File: config.mk
export PLATFORM = sky130hd
export DESIGN_NAME = round_judge
export DESIGN_NICKNAME = d
export VERILOG_FILES = /design/src/rtl/round_judge_pkg.sv /design/src/rtl/pulse_stretch.sv /design/src/rtl/round_judge.sv
export SDC_FILE = /design/constraint.sdc
export NUM_CORES = 1
export LEC_CHECK = 0
export CORE_ASPECT_RATIO = 1.4
export CORE_MARGIN = 2
export CORE_UTILIZATION = 39
export CTS_BUF_LIST = sky130_fd_sc_hd__clkbuf_8
export CTS_CLUSTER_SIZE = 40
export DETAILED_ROUTE_END_ITERATION = 8
export HOLD_SLACK_MARGIN = 0.05
export SKIP_LAST_GASP = 1
export SLEW_MARGIN = 20
export SYNTH_ARGS = -nofsm -noshare
export SYNTH_HDL_FRONTEND = slang
export SYNTH_HIERARCHICAL = 1
export SYNTH_SLANG_ARGS = --single-unit
File: constraint.sdc
create_clock -name clk -period 2.7 [get_ports clk]
set_input_delay 0.54 -clock clk [delete_from_list [all_inputs] [get_ports clk]]
set_output_delay 0.54 -clock clk [all_outputs]
set_load 0.01 [all_outputs]
File: src/rtl/round_judge_pkg.sv
// rtl/round_judge_pkg.sv - shared state encoding, result codes and helpers for round_judge
package round_judge_pkg;

    typedef enum logic [1:0] {
        ST_IDLE      = 2'd0,
        ST_PLAY      = 2'd1,
        ST_WIN_HOLD  = 2'd2,
        ST_LOSE_HOLD = 2'd3
    } state_t;

    typedef enum logic [1:0] {
        RES_NONE = 2'd0,
        RES_WIN  = 2'd1,
        RES_HAZ  = 2'd2,
        RES_TIME = 2'd3
    } result_t;

    function automatic logic [7:0] sat_inc8(input logic [7:0] v);
        return (v == 8'hFF) ? v : v + 8'd1;
    endfunction

endpackage

File: src/rtl/pulse_stretch.sv
// rtl/pulse_stretch.sv - turns a one-clk trigger into a registered PULSE_CYC-wide pulse
module pulse_stretch #(
    parameter int PULSE_CYC = 4
) (
    input  logic clk,
    input  logic rst,
    input  logic trig,
    input  logic kill,
    output logic pulse
);

    localparam int CNT_W = $clog2(PULSE_CYC + 1);

    // cnt holds the clks still owed after the current high one
    logic [CNT_W-1:0] cnt;

    always_ff @(posedge clk or posedge rst) begin
        if (rst) begin
            cnt   <= '0;
            pulse <= 1'b0;
        end else if (trig) begin
            cnt   <= CNT_W'(PULSE_CYC - 1);
            pulse <= 1'b1;
        end else if (kill) begin
            cnt   <= '0;
            pulse <= 1'b0;
        end else if (cnt != '0) begin
            cnt   <= cnt - 1'b1;
            pulse <= 1'b1;
        end else begin
            pulse <= 1'b0;
        end
    end

endmodule

File: src/rtl/round_judge.sv
// rtl/round_judge.sv - per-round referee driving win_count; streak counter built only with ROUND_JUDGE_STREAK_EN
module round_judge
    import round_judge_pkg::*;
#(
    parameter int TIME_W     = 8,
    parameter int TIME_LIMIT = 60,
    parameter int HOLD_TICKS = 3,
    parameter int PULSE_CYC  = 4
) (
    input  logic              clk,
    input  logic              rst,
    input  logic              tick,
    input  logic              start,
    input  logic              goal_hit,
    input  logic              hazard_hit,
    output logic              win,
    output logic              lose,
    output logic              round_active,
    output logic [TIME_W-1:0] time_left,
    output logic [1:0]        result,
    output logic [7:0]        streak
);

    localparam int HOLD_W = $clog2(HOLD_TICKS + 1);

    state_t            state, state_n;
    result_t           res_q, res_n;
    logic [TIME_W-1:0] time_q, time_n;
    logic [HOLD_W-1:0] hold_q, hold_n;
    logic              win_dec, lose_dec;

    always_ff @(posedge clk or posedge rst) begin
        if (rst) begin
            state  <= ST_IDLE;
            res_q  <= RES_NONE;
            time_q <= '0;
            hold_q <= '0;
        end else begin
            state  <= state_n;
            res_q  <= res_n;
            time_q <= time_n;
            hold_q <= hold_n;
        end
    end

    always_comb begin
        state_n  = state;
        res_n    = res_q;
        time_n   = time_q;
        hold_n   = hold_q;
        win_dec  = 1'b0;
        lose_dec = 1'b0;
        case (state)
            ST_IDLE: begin
                time_n = '0;
                hold_n = '0;
                if (start) begin
                    state_n = ST_PLAY;
                    time_n  = TIME_W'(TIME_LIMIT);
                    res_n   = RES_NONE;
                end
            end
            ST_PLAY: begin
                // A hit in the same clk as a tick takes precedence over the countdown
                if (hazard_hit) begin
                    state_n  = ST_LOSE_HOLD;
                    res_n    = RES_HAZ;
                    time_n   = '0;
                    hold_n   = '0;
                    lose_dec = 1'b1;
                end else if (goal_hit) begin
                    state_n = ST_WIN_HOLD;
                    res_n   = RES_WIN;
                    time_n  = '0;
                    hold_n  = '0;
                    win_dec = 1'b1;
                end else if (tick) begin
                    if (time_q <= TIME_W'(1)) begin
                        state_n  = ST_LOSE_HOLD;
                        res_n    = RES_TIME;
                        time_n   = '0;
                        hold_n   = '0;
                        lose_dec = 1'b1;
                    end else begin
                        time_n = time_q - 1'b1;
                    end
                end
            end
            ST_WIN_HOLD, ST_LOSE_HOLD: begin
                time_n = '0;
                if (tick) begin
                    if (hold_q == HOLD_W'(HOLD_TICKS - 1)) begin
                        state_n = ST_IDLE;
                        hold_n  = '0;
                    end else begin
                        hold_n = hold_q + 1'b1;
                    end
                end
            end
            default: begin
                state_n = ST_IDLE;
                time_n  = '0;
                hold_n  = '0;
            end
        endcase
    end

    assign round_active = (state == ST_PLAY);
    assign time_left    = time_q;
    assign result       = res_q;

    // Each decision cancels the other pulse so win and lose can never overlap
    pulse_stretch #(.PULSE_CYC(PULSE_CYC)) u_win_pulse (
        .clk   (clk),
        .rst   (rst),
        .trig  (win_dec),
        .kill  (lose_dec),
        .pulse (win)
    );

    pulse_stretch #(.PULSE_CYC(PULSE_CYC)) u_lose_pulse (
        .clk   (clk),
        .rst   (rst),
        .trig  (lose_dec),
        .kill  (win_dec),
        .pulse (lose)
    );

`ifdef ROUND_JUDGE_STREAK_EN
    logic [7:0] streak_q;

    always_ff @(posedge clk or posedge rst) begin
        if (rst) begin
            streak_q <= 8'h00;
        end else if (lose_dec) begin
            streak_q <= 8'h00;
        end else if (win_dec) begin
            streak_q <= sat_inc8(streak_q);
        end
    end

    assign streak = streak_q;
`else
    assign streak = 8'h00;
`endif

endmodule

==> impl_results.md <==
- Layout area overhead: 18.9%
- First-pass GRT wire length: just over 5000 µm
- Post-Route Setup TNS: 0 ns
- Longest Clk Path Bufs: 2
- Mapped Area: about 0.0014 mm²
- Gr ovfl total: 0
- Row count: 25
- Fin. max-slew vios: 0
- CTS tree: yes
- Max Freq: approximately 0.42 GHz
- Unrepaired setup endpoints after global routing: no
- Most common cell after layout, fill and taps aside: dfrtp_1
- Final net count: roughly 190
- Root Buffer: clkbuf_8
- Clock Power Share: 0.160
- Fin cells: 213
- Skew-Pair Late Insertion Delay: ~0.26 ns
- TritonCTS Buffers: 3
- Iteration-0 DRC Markers: 27
- Pin count of the biggest net entering global routing: 17
- Crit-path max FO: 8
- Synth Instances: 149
- Hold Buf Count CTS: 0
- Input/output buffers: 18
- Die area: between 0.004 and 0.005 mm²
- Placed cell count: approximately 210
- Max cap viols: 0
- Sequential power share: 0.370
- Largest stage delay on the critical path: roughly 0.5 ns
- Crit start category: input pin
- Fill count: 338
- Initial antenna violation count: 0
- Final setup fails: 0
- Wire per inst: 14.8 µm
- H-tree depth: 1
- Via-to-Cell Ratio: ~5.4
- # diodes: 0
- Pint: ~0.94 mW
- Vias in the first global route: 1,099
- Via count: about 1,100
- Clock slew at reported path FFs: 0.08 ns
- ANT nets after route: 0
- Worst Setup End Kind: flip-flop
- Yosys warnings: 6
- DRC Markers: 0
- Post-synth cell types: 45
- Die H: about 75 µm
- WL final: between 3000 and 4000 µm
- Post-DP HPWL: 2360 µm
- Setup bufs post-CTS: 0
- WP data required: roughly 2.9 ns
- Clk_skew: roughly 0.0035 ns
- Final hold vios: 0
- WS Path Type: input pin to flip-flop
- Layout cell share with drive strength beyond 1: 0.116
- Most frequent cells in the layout: 22 x dfrtp_1, 18 x clkdlybuf4s50_1, 15 x inv_1
- First-pass iteration count of the detailed router: 4
- Die X: 55 µm
- Final Cycle Share: 0.878
- Total core area: around 0.0034 mm²
- Avg Inst Size Synth: ~9.5 µm²
- Clock sink total: 22
- HP Class: input pin to async pin
- Initial Utilization: 0.413
- I/O pin count: 27
- GP Congestion: roughly 0.75
- VDD IR-drop max: 0.000665 V
- Most frequent CP cell: nor2_1
- CP Cell Sequence: clkdlybuf4s50_1 -> or4b_1 -> nor3_2 -> a21oi_1 -> nor2_1 -> buf_4 -> nor2_1 -> a211o_1
- Net Sw Frac: 0.368
- PostCTS Resize Cnt: 0
- Lkg Pwr: just under 0.8 nW
- Sw Pwr: about 0.55 mW
- Logic gate share of total power: 0.471
- GRT Overall Usage: 0.170
- PD cells: around 880 mW/mm²
- Register area share after synthesis: 0.388
- Crit path DAT: around 2.5 ns
- Fin crit period: between 2 and 2.5 ns
- Max_slew headroom: 0.595
- Worst path slowest cell: or4b_1
- Least-Margin Pin Slew: 0.607 ns
- Outcome: finished, final reports clean
- Yosys reg bits: 22
==> power by group through the flow <==
stage | logic [mW] | clock network, mW | registers, mW
after floorplan | 0.512 | 0 | 0.536
after global placement | 0.687 | 0 | 0.545
after detailed placement | 0.710 | 0 | 0.555
after CTS | 0.711 | 0.249 | 0.550
after global routing | 0.796 | 0.264 | 0.566
final | 0.703 | 0.238 | 0.551
==> through the flow <==
stage               setup slack (ns)  power (mW)  area [µm²]  hold slack (ns)   util
floorplan                      0.346        1.05        1450            0.306      -
global placement               0.113        1.23        1630            0.474  0.475
detailed placement            0.0578        1.27        1630            0.492  0.475
CTS                            0.330        1.51        1690            0.509  0.491
global route                   0.227        1.63        1690            0.534  0.491
finish                         0.329        1.49        1690            0.520  0.491
==> cell type report <==
type / count / area, µm² / share of cell area
clock buffers: 4 / 55.1 / 0.0326
inverters: 15 / 56.3 / 0.0333
multi-input cells: 109 / 759 / 0.450
flip-flops and latches: 22 / 551 / 0.326
well taps: 40 / 50.0 / 0.0296
repair buffers: 23 / 218 / 0.129
==> cell usage after synthesis, drive strengths merged <==
cell          n  area, µm²
a21o          2       15.0
nor2         14       52.6
nor3          4       25.0
or2           1       6.26
o21a          3       22.5
a22o          1       8.76
nand2b        5       31.3
nand2         5       18.8
a211oi        3       32.5
a31o          1       8.76
mux2i         1       10.0
o22ai         3       18.8
buf           9       71.3
or3b          4       35.0
nand4b        1       8.76
nand3         4       20.0
or4           1       11.3
nand4         1       6.26
dlygate4sd1   1       8.76
o21ai        12       60.1
a32o          1       10.0
conb          1       3.75
nor4b         1       23.8
ha            6       75.1
nor2b         1       6.26
o211ai        1       7.51
dfrtp        22        551
nor4          2       27.5
a41oi         1       8.76
nand3b        2       15.0
inv          15       56.3
a21oi         4       20.0
and4bb        4       50.1
or3           3       20.0
or2b          3       22.5
or4b          1       10.0
a211o         4       35.0
and2          1       6.26
==> routing by layer <==
metal,vias to the layer above,part of all wire,track usage
met5,-,0,0
met4,0,0.0079,0.0569
met3,2,0.018,0.0235
met2,14,0.54,0.302
met1,557,0.43,0.207
li1,568,-,-
==> final timing paths <==
| path | start | to | slack [ns] | depth (start not counted) |
|---|---|---|---|---|
| max in group asynchronous | rst | time_left[7]$_DFFE_PP0P_ | 1.59 | 2 |
| hold / removal | rst | u_win_pulse/pulse$_DFF_PP0_ | 0.52 | 2 |
| min in group clk | hold_q[0]$_DFFE_PP0P_ | hold_q[0]$_DFFE_PP0P_ | 0.52 | 1 |
| setup reg to reg | time_left[2]$_DFFE_PP0P_ | u_win_pulse/cnt[1]$_DFFE_PP0P_ | 0.50 | 7 |
| hold reg to reg | hold_q[0]$_DFFE_PP0P_ | hold_q[0]$_DFFE_PP0P_ | 0.52 | 1 |
| setup / recovery | tick | u_win_pulse/cnt[1]$_DFFE_PP0P_ | 0.33 | 8 |
==> kinds of logic after synthesis <==
kind of cell	synth area share
AOI/OAI and AO/OA	0.174
buffers and inverters	0.0960
other	0.00264
adders and majority gates	0.0529
DFF	0.388
and+or+nand+nor	0.279
muxes	0.00705
==> state kept, by name (all words and copies together) (netlist names) <==
register            cells
result                  2
u_win_pulse/cnt         3
hold_q                  2
state                   2
u_lose_pulse/pulse      1
u_win_pulse/pulse       1
u_lose_pulse/cnt        3
time_left               8
==> critical path, delay by kind of cell <==
family                 cells  cell delay, ns
and+or+nand+nor            4            0.92
AOI/OAI and AO/OA          2            0.39
buffers and inverters      2            0.68
(Power assumes the default switching activity.)
